File: config.mk
export PLATFORM = sky130hd
export DESIGN_NAME = mvu_pump_splitter
export DESIGN_NICKNAME = d
export VERILOG_FILES = /design/src/rtl/mvu_pump_splitter.sv
export SDC_FILE = /design/constraint.sdc
export NUM_CORES = 1
export LEC_CHECK = 0
export ABC_AREA = 1
export CAP_MARGIN = 20
export CORE_AREA = 2 2 85 103
export CTS_BUF_LIST = sky130_fd_sc_hd__clkbuf_8 sky130_fd_sc_hd__clkbuf_16
export CTS_CLUSTER_DIAMETER = 60
export DETAILED_ROUTE_END_ITERATION = 10
export DIE_AREA = 0 0 87 105
export PLACE_DENSITY = 0.47
export SETUP_SLACK_MARGIN = 0.2
export SLEW_MARGIN = 20
export SYNTH_ARGS = -nofsm -noshare
export SYNTH_HDL_FRONTEND = slang
export SYNTH_SLANG_ARGS = --single-unit
File: constraint.sdc
create_clock -name clk2x -period 1.75 [get_ports clk2x]
set_input_delay 0.35 -clock clk2x [delete_from_list [all_inputs] [get_ports clk2x]]
set_output_delay 0.35 -clock clk2x [all_outputs]
set_load 0.02 [all_outputs]
File: src/rtl/mvu_pump_splitter.sv
// Fast-clock gearbox: splits each ELEMS-element stream word into a low-half and
// a high-half beat for a double-pumped core, with a one-word skid buffer.
module mvu_pump_splitter #(
  parameter int ELEMS      = 2,
  parameter int ELEM_WIDTH = 8
) (
  input  logic                                     clk2x,
  input  logic                                     rst,
  input  logic [ELEMS*ELEM_WIDTH-1:0]              s_tdata,
  input  logic                                     s_tlast,
  input  logic                                     s_tvalid,
  output logic                                     s_tready,
  output logic [((ELEMS+1)/2)*ELEM_WIDTH-1:0]      m_tdata,
  output logic                                     m_tsel,
  output logic                                     m_tlast,
  output logic                                     m_tvalid,
  input  logic                                     m_tready
);

  localparam int HALF = (ELEMS + 1) / 2;
  localparam int WW   = ELEMS * ELEM_WIDTH;
  localparam int HW   = HALF * ELEM_WIDTH;

  // Element j of the selected half; indices past the word end read as zero.
  function automatic logic [HW-1:0] pick_half(input logic [WW-1:0] word, input logic sel);
    logic [HW-1:0] beat;
    int            idx;
    beat = {HW{1'b0}};
    for (int j = 0; j < HALF; j++) begin
      idx = sel ? (HALF + j) : j;
      if (idx < ELEMS) begin
        beat[j*ELEM_WIDTH +: ELEM_WIDTH] = word[idx*ELEM_WIDTH +: ELEM_WIDTH];
      end else begin
        beat[j*ELEM_WIDTH +: ELEM_WIDTH] = {ELEM_WIDTH{1'b0}};
      end
    end
    return beat;
  endfunction

  logic [WW-1:0] h_data_r, h_data_nxt_s;
  logic          h_last_r, h_last_nxt_s;
  logic          h_vld_r,  h_vld_nxt_s;
  logic [WW-1:0] s_data_r, s_data_nxt_s;
  logic          s_last_r, s_last_nxt_s;
  logic          s_vld_r,  s_vld_nxt_s;
  logic          ph_r,     ph_nxt_s;
  logic          in_xfer_s;
  logic          out_xfer_s;
  logic          h_release_s;

  assign in_xfer_s   = s_tvalid && s_tready && !rst;
  assign out_xfer_s  = h_vld_r && m_tready;
  assign h_release_s = out_xfer_s && ph_r;

  // Next-state of main entry, skid entry and phase.
  always_comb begin
    h_data_nxt_s = h_data_r;
    h_last_nxt_s = h_last_r;
    h_vld_nxt_s  = h_vld_r;
    s_data_nxt_s = s_data_r;
    s_last_nxt_s = s_last_r;
    s_vld_nxt_s  = s_vld_r;
    if (out_xfer_s) begin
      ph_nxt_s = ~ph_r;
    end else begin
      ph_nxt_s = ph_r;
    end
    if (h_release_s) begin
      if (s_vld_r) begin
        h_data_nxt_s = s_data_r;
        h_last_nxt_s = s_last_r;
        h_vld_nxt_s  = 1'b1;
        s_vld_nxt_s  = 1'b0;
      end else if (in_xfer_s) begin
        h_data_nxt_s = s_tdata;
        h_last_nxt_s = s_tlast;
        h_vld_nxt_s  = 1'b1;
      end else begin
        h_vld_nxt_s  = 1'b0;
      end
    end else if (in_xfer_s) begin
      // Ready is low whenever S is full, so an accepted word always has a home.
      if (!h_vld_r) begin
        h_data_nxt_s = s_tdata;
        h_last_nxt_s = s_tlast;
        h_vld_nxt_s  = 1'b1;
        ph_nxt_s     = 1'b0;
      end else begin
        s_data_nxt_s = s_tdata;
        s_last_nxt_s = s_tlast;
        s_vld_nxt_s  = 1'b1;
      end
    end else begin
      h_vld_nxt_s = h_vld_r;
    end
  end

  // Control state and registered control outputs.
  always_ff @(posedge clk2x) begin
    if (rst) begin
      h_vld_r  <= 1'b0;
      s_vld_r  <= 1'b0;
      ph_r     <= 1'b0;
      s_tready <= 1'b0;
      m_tvalid <= 1'b0;
      m_tsel   <= 1'b0;
      m_tlast  <= 1'b0;
    end else begin
      h_vld_r  <= h_vld_nxt_s;
      s_vld_r  <= s_vld_nxt_s;
      ph_r     <= ph_nxt_s;
      s_tready <= !s_vld_nxt_s;
      m_tvalid <= h_vld_nxt_s;
      m_tsel   <= ph_nxt_s;
      m_tlast  <= ph_nxt_s && h_last_nxt_s;
    end
  end

  // Payload storage and the registered output beat; contents need no reset.
  always_ff @(posedge clk2x) begin
    h_data_r <= h_data_nxt_s;
    h_last_r <= h_last_nxt_s;
    s_data_r <= s_data_nxt_s;
    s_last_r <= s_last_nxt_s;
    m_tdata  <= pick_half(h_data_nxt_s, ph_nxt_s);
  end

endmodule

---- Word level (Yosys, flattened, before mapping) ----
Cells that the tools add are included.
W data, S select, Z words.
word-level totals
  flip-flop bits (word level) ............. 47
  word-level logic and storage cells ...... 45
  output and inout bits ................... 12
  bits in latches ......................... 0
  RAM bits ................................ 0
  memories ................................ 0
  input port bits ......................... 21
  ROM bits ................................ 0
operators by class
  multipliers ............................. 0
  bitwise logic cells ..................... 2
  divide/modulo/power cells ............... 0
  equality and inequality tests ........... 0
  shifts and indexed selects .............. 1
  add/subtract/negate cells ............... 0
  reductions and logical operators ........ 9
  $lt $le $gt $ge ......................... 1
  multiplexer cells ....................... 22
operator list
  kind                  count
  $mux W16              5
  $mux W1               17
  $shiftx A16 B5 Y8     1
  $logic_and A1 B1 Y1   5
  $reduce_and A3 Y1     1
  $logic_not A1 Y1      2
  $lt A1 B2 Y1 const B  1
  $not A1 Y1            2
  $reduce_bool A2 Y1    1

---- Depth between registers and ports, before layout ----
Gate-level depths: netlist of run 1.
  depth after elaboration ................. 7
  gate-level depth with buffers ........... 12
  gate-level depth less buffers ........... 9

---- Worst setup path after synthesis of run 1 ----
Ideal clock, no wire load.
  path type ............................... register to register
  start point ............................. register h_vld_r
  end point ............................... register s_data_r[0], enable pin
  arrival ................................. 1.602 ns
  stages on the path, launching flop included .. 7
  buffers on the path ..................... 2
  library setup time ...................... 0.378 ns
  period minus slack after synthesis ...... 1.980 ns
  required time ........................... 1.372 ns
  path slack .............................. -0.230 ns
  path through ............................ dfxtp_1 -> buf_2 -> buf_2 -> nand2_1 -> inv_1 -> ha_1 -> nor3_4
between the ends
  longest elaborated chain between the ends .. 4
RTL lines
  item                                    line  RTL
  start: declaration                      42    logic h_vld_r, h_vld_nxt_s;
  start signal: assignment                109   h_vld_r <= h_vld_nxt_s;
  $logic_and A1 B1 Y1                     52    assign out_xfer_s = h_vld_r && m_tready;
  $logic_and A1 B1 Y1                     53    assign h_release_s = out_xfer_s && ph_r;
  $not A1 Y1 (no source line)             n/a
  $reduce_and A3 Y1 (no source line) (*)  n/a
  end signal: assignment                  123   s_data_r <= s_data_nxt_s;
  end: declaration                        43    logic [WW-1:0] s_data_r, s_data_nxt_s;
Mark *: on every way between the ends. The rest lies on a longest branch, timed or not.
A chain may end at the register's enable or synchronous reset.

---- Worst setup path in the final report of run 1 ----
  start point ............................. input port m_tready
  end point ............................... register m_tdata[0]
between the ends
  longest elaborated chain between the ends .. 7
  elaborated cells between the ends (all ways) .. 10
  classes of those cells .................. 1 x order compare; 1 x shift; 6 x mux; 2 x reduce/logical
RTL lines
  item                                                      line    RTL
  start: declaration                                        17      input logic m_tready
  $logic_and A1 B1 Y1 (*)                                   52
  $mux W1                                                   63      if (out_xfer_s) begin
  $mux W1                                                   83      if (!h_vld_r) begin
  $mux W1                                                   81      end else if (in_xfer_s) begin
  $mux W1                                                   68      if (h_release_s) begin
  $mux W1                                                   30      idx = sel ? (HALF + j) : j;
  $shiftx A16 B5 Y8 / $lt A1 B2 Y1 (equally long branches)  32, 31
  end signal: assignment                                    125     m_tdata <= pick_half(h_data_nxt_s, ph_nxt_s);
  end: declaration                                          13      output logic [((ELEMS+1)/2)*ELEM_WIDTH-1:0] m_tdata,
Marked as above.

==> flow_summary_export.csv, run 1 <==
group,metric,value,unit
outcome,outcome,"finished clean",
route,wl_per_cell,14.2,µm
worst_hold_path,hold_path_class,"reg2reg",
clock_tree,post-cts-setup-buffer-count,0,
route,antenna_left,0,
clock_tree,clkSinkCount,47,
timing,drv_slew,0,
placement,placed_cells,462,
placement,dp_hpwl,4590,µm
timing,finalCriticalPeriod,1.49,ns
worst_setup_path,reg2regPathDepth,9,
floorplanning,coreArea,0.00806,mm²
worst_setup_path,crit_cells,10,
worst_setup_path,end_kind,"register",
worst_setup_path,crit_start,"m_tready",
power_and_ir_drop,p_leak,0.00146,µW
cells_and_area,final_nets,396,
yosys,syn_nets,352,
floorplanning,initial_core_util,29.5,%
worst_hold_path,min_from,"s_vld_r",
route,drt-vias-per-instance,4.69,
route,vias,2203,
floorplanning,rows,36,
run,drv_cap,0,
route,first_pass_iters,4,
worst_setup_path,reg2reg_to,"m_tlast",
cells_and_area,final_cell_mix,"nand2_1 (157), nor2_1 (35), dfxtp_1 (28)",
route,drc,0,
cells_and_area,fin_area,0.00303,mm²
worst_setup_path,cp_slowest_cell,"clkdlybuf4s50_1",
timing,finalSetupViolations,0,
worst_setup_path,worst-path-max-fanout,7,
global_routing,grt_usage,15.3,%
worst_setup_path,path_buf_inv,4,
worst_setup_path,arrival,1.68,ns
worst_setup_path,cp_cell_sequence,"clkdlybuf4s50_1 > nand2_2 > inv_2 > ha_4 > inv_2 > nand3_1 > nand2_2 > buf_4 > nand2_1 > nand2_1",
timing,hold_viol_final,0,
worst_setup_path,endpoint,"m_tdata[0]",
cells_and_area,synthToLayoutAreaGrowth,27.0,%
cells_and_area,final_common_cell,"nand2_1",
route,drt-initial-drc-count,121,
placement,port_buffers,32,
floorplanning,die_y,105,µm
yosys,syn_avg_cell_area,7.22,µm²
floorplanning,die_w,87,µm
yosys,ys_types,25,
yosys,synth_area,0.00238,mm²
global_routing,overflow,0,
route,drt_wl_total,6680,µm
placement,routabilityCongestion,0.757,
clock_tree,tritoncts,"done",
cells_and_area,instances_no_fill,470,
global_routing,antenna_found_initial,0,
cells_and_area,fin_util,37.5,%
yosys,ys_ff_latch,47,
clock_tree,htreeDepth,2,
timing,period_share,85.1,%
power_and_ir_drop,power,2750,µW
clock_tree,cts_root_buf,"clkbuf_8",
cells_and_area,n_antenna_cell,0,
timing,rsz0062_at_grt,"yes",
timing,worst_slew_pin_slew,0.272,ns
clock_tree,clk_latency,0.30,ns
worst_setup_path,cp_top_family,"buffers and inverters",
worst_setup_path,worst_ep_required_time,1.94,ns
timing,relSlewSlack,81.9,%
timing,clock.fmax,0.672,GHz
yosys,synth-seq-area-share,46.6,%
worst_setup_path,slowest_delay,0.47,ns
yosys,synth_warnings,0,
worst_setup_path,start_kind,"input pin",
global_routing,grt_pass1_vias,2137,
clock_tree,path_clk_slew,0.09,ns
clock_tree,cts_buffers,5,
global_routing,grt_pass1_wl,10800,µm
global_routing,grt_max_degree,35,
worst_setup_path,r2r-start,"h_vld_r",
cells_and_area,n_fill_cell,838,
timing,clock_skew,0.0115,ns
power_and_ir_drop,powerDensity,911,mW/mm²
worst_setup_path,worst-r2r-setup-slack,0.38,ns
placement,post_dp_cell_area,0.00293,mm²
floorplanning,ioPinCount,33,
power_and_ir_drop,irDropWorstVdd,389,µV
floorplanning,die_area,0.00914,mm²
clock_tree,clockBufferDepth,2,
clock_tree,holdBufCountCts,0,
worst_setup_path,critPathKind,"in2reg",
cells_and_area,post_route_cells_drive_above_1_share,16.5,%
yosys,syn_inst,330,
==> metrics by stage <==
step                hold WS (ns)  setup slack (ns)  setup TNS [ns]
global placement           0.493            -0.205           -2.74
CTS                        0.531             0.205               0
detailed placement         0.513            -0.185           -2.54
finish                     0.533             0.261               0
global route               0.569             0.192               0
floorplan                  0.409            0.0109               0
==> cell type report <==
cell class / count / area (µm²) / area share [%]
Sequential cell: 47 / 1120 / 37.0
Tap cell: 95 / 119 / 3.93
Clock buffer: 6 / 82.6 / 2.73
Timing Repair Buffer: 53 / 494 / 16.3
Inverter: 7 / 30.0 / 0.993
Multi-Input combinational cell: 260 / 1170 / 38.6
Clock inverter: 2 / 12.5 / 0.414
==> worst min-delay path by stage <==
stage,cells after the start,end,slack [ns]
finish,1,s_tready,0.53
global route,1,s_tready,0.57
CTS,1,s_tready,0.53
detailed placement,1,s_tready,0.51
global placement,1,s_tready,0.49
floorplan,1,h_vld_r,0.41
==> logic make-up (layout without fill, tap and decap cells) <==
family	after synthesis	count (layout)	share of synthesized area (%)
fa+ha+maj	1	1	0.525
simple gates	254	254	46.3
flops	47	47	46.6
buf+inv	23	68	5.36
compound gates	5	5	1.16
==> metal layers <==
metal / global-route usage [%] / vias to the layer above / wire length, µm
met3: 2.29 / 4 / 190
met5: 0 / - / 0
met1: 20.1 / 1026 / 3240
li1: - / 1140 / -
met4: 4.35 / 0 / 77
met2: 25.6 / 33 / 3170
==> Yosys cell counts (all sizes together) <==
master	number	area share [%]
a211oi	1	0.32
a21oi	3	0.63
and2	1	0.26
buf	13	3.8
clkbuf	3	0.47
clkinv	2	0.32
dfxtp	30	25
edfxtp	17	21
ha	1	0.53
inv	5	0.79
nand2	178	30
nand3	20	4.7
nand4	16	4.2
nor2	38	6.3
nor3	1	0.68
o21ai	1	0.21
==> power by group <==
part           switching, µW  total, µW  internal (µW)
clock                    384        703            319
sequential              78.4       1360           1280
combinational            410        695            286
==> sequential cells by signal (all words and copies together) (netlist names) <==
name      count
h_last_r      1
s_data_r     16
h_vld_r       1
s_tready      1
m_tdata       8
ph_r          1
m_tlast       1
s_last_r      1
s_vld_r       1
h_data_r     16
==> what timing repair did <==
action	in CTS	in global routing
gates resized for setup	13	7
pin swaps	0	1
setup endpoints to repair	17	7
No activity file was read; power rests on OpenSTA's default activity.
==> run 2: changes to the inputs <==
--- a/config.mk
+++ b/config.mk
@@ -6,7 +6,7 @@
 export NUM_CORES = 1
 export LEC_CHECK = 0
 export ABC_AREA = 1
-export CAP_MARGIN = 20
+export CAP_MARGIN = 0
 export CORE_AREA = 2 2 85 103
 export CTS_BUF_LIST = sky130_fd_sc_hd__clkbuf_8 sky130_fd_sc_hd__clkbuf_16
 export CTS_CLUSTER_DIAMETER = 60
==> constraint.sdc (replaced) <==
create_clock -name clk2x -period 1.75 [get_ports clk2x]
set_input_delay 0.175 -clock clk2x [delete_from_list [all_inputs] [get_ports clk2x]]
set_output_delay 0.175 -clock clk2x [all_outputs]
set_load 0.02 [all_outputs]
==> run 2 against run 1 <==
  * Cell area is 0.33% lower
  * Core utilization decreased by 0.12 points
  * Clock skew is 0.0076 ns lower
  * Clock power grew 0.9%
  * Largest cell class unchanged
  * Die area unchanged
  * Non-clock buffer count fell by 2
  * Via count hardly changed
  * Setup slack better by 0.0086 ns
  * Flip-flop and latch count unchanged
  * Final cell count decreased by 0.43%
==> flow_summary_export.csv, run 2 (synthesis gave the netlist of run 1 again) <==
group,metric,value,unit
worst_setup_path,worst_ep_required_time,1.57,ns
timing,clock.fmax,0.676,GHz
clock_tree,clkSinkCount,47,
clock_tree,htreeDepth,2,
floorplanning,rows,36,
cells_and_area,multiInputGateArea,0.00116,mm²
worst_hold_path,min_from,"s_tvalid",
route,wl_per_cell,13.8,µm
route,drt-vias-per-instance,4.71,
floorplanning,ioPinCount,33,
placement,routabilityCongestion,0.751,
timing,relSlewSlack,80.0,%
cells_and_area,reg_top3,"h_data_r x16, s_data_r x16, m_tdata x8",
timing,worst_slew_pin_slew,0.299,ns
power_and_ir_drop,powerDensity,923,mW/mm²
floorplanning,die_w,87,µm
global_routing,grt_pass1_vias,2100,
outcome,outcome,"finished clean",
global_routing,overflow,0,
global_routing,antenna_found_initial,0,
timing,finalCriticalPeriod,1.48,ns
worst_setup_path,start_kind,"register",
global_routing,grt_usage,15.2,%
route,drc,0,
floorplanning,die_area,0.00914,mm²
worst_setup_path,arrival,1.31,ns
run,drv_cap,0,
power_and_ir_drop,p_leak,0.00143,µW
timing,fin_ws,0.270,ns
timing,setup-tns-final,0,ns
placement,post_dp_cell_area,0.00291,mm²
floorplanning,die_y,105,µm
cells_and_area,final_nets,394,
placement,dp_hpwl,4460,µm
worst_setup_path,worst-r2r-setup-slack,0.35,ns
power_and_ir_drop,irDropWorstVdd,350,µV
clock_tree,clockBufferDepth,2,
worst_setup_path,reg2reg_to,"m_tdata[0]",
cells_and_area,area.sequential,0.00112,mm²
worst_setup_path,cp_slowest_cell,"clkdlybuf4s50_1",
worst_setup_path,slowest_delay,0.62,ns
clock_tree,holdBufCountCts,0,
floorplanning,coreArea,0.00806,mm²
route,vias,2202,
timing,clock_skew,0.00393,ns
worst_hold_path,min_path_cells,3,
cells_and_area,n_antenna_cell,0,
clock_tree,post-cts-setup-buffer-count,0,
cells_and_area,n_fill_cell,880,
worst_setup_path,worst-path-max-fanout,2,
route,drt-initial-drc-count,93,
timing,rsz0062_at_grt,"no",
timing,drv_slew,0,
floorplanning,initial_core_util,29.5,%
clock_tree,cts_buffers,5,
power_and_ir_drop,power,2780,µW
timing,period_share,84.6,%
worst_setup_path,cp_cell_sequence,"clkdlybuf4s50_1",
placement,port_buffers,32,
worst_setup_path,cp_top_family,"buffers and inverters",
route,antenna_left,0,
worst_setup_path,r2r-start,"s_tready",
worst_setup_path,critPathKind,"reg2out",
clock_tree,cts_root_buf,"clkbuf_8",
route,drt_wl_total,6440,µm
timing,finalSetupViolations,0,
cells_and_area,fin_area,0.00302,mm²
worst_setup_path,path_buf_inv,1,
clock_tree,tritoncts,"done",
worst_setup_path,end_kind,"output pin",
timing,hold_viol_final,0,
cells_and_area,synthToLayoutAreaGrowth,26.6,%
worst_hold_path,hold_path_class,"in2reg",
placement,placed_cells,460,
global_routing,grt_pass1_wl,10800,µm
cells_and_area,final_common_cell,"nand2_1",
worst_setup_path,reg2regPathDepth,9,
clock_tree,path_clk_slew,0.08,ns
cells_and_area,final_cell_mix,"nand2_1 (159), nor2_1 (37), clkdlybuf4s50_1 (30)",
global_routing,grt_max_degree,35,
clock_tree,post_cts_resized,1,
clock_tree,clk_latency,0.30,ns
placement,dp_slack,-0.0390,ns
cells_and_area,instances_no_fill,468,
cells_and_area,post_route_cells_drive_above_1_share,15.0,%
route,first_pass_iters,4,
worst_hold_path,whs_endpoint,"h_vld_r",
## run 2: cell types whose count changed in the layout (fill, tap and decap cells not counted)
cell             change
dlymetal6s2s_1       +1
clkinv_4             -1
nand2_1              +2
clkbuf_8             +1
buf_6                -2
nor2_2               -2
dlygate4sd2_1       -12
clkdlybuf4s50_1     +11
nor2_1               +2
nand2_2              -2
## run 2: area by class of cell
type	count	share of cell area (%)
clock buffer	7	3.20
clock inverter	1	0.124
inverter	7	0.996
multi-input combinational	260	38.4
sequential	47	37.1
tap	95	3.94
timing repair buffer	51	16.2
## run 2: how the worst max path moves through the flow
stage,depth (start not counted),from,endpoint
after CTS,1,ph_r,m_tsel
after global routing,1,h_vld_r,m_tvalid
after global placement,10,s_tvalid,m_tdata[0]
after floorplan,6,h_vld_r,s_data_r[0]
after detailed placement,10,s_tvalid,m_tdata[0]
final,1,ph_r,m_tsel
## run 2: where the power goes
| part | switching [µW] | leakage (µW) | internal, µW |
|---|---|---|---|
| combinational | 399 | 0.000968 | 316 |
| sequential | 79.8 | 0.000405 | 1280 |
| clock | 354 | 0.0000557 | 355 |
## run 2: stage by stage
step | hold WS [ns] | util, %
after global placement | 0.488 | 36.1
after global routing | 0.314 | 37.4
final | 0.303 | 37.4
after detailed placement | 0.491 | 36.1
after floorplan | 0.234 | -
after CTS | 0.492 | 37.3
## run 2: layer usage
metal	part of all wire, %	vias to the layer above	GRT usage, %
met3	4.8	5	2.84
met1	48	1008	21.6
met4	1.2	0	4.02
met2	46	50	23.7
met5	0	-	0
li1	-	1139	-
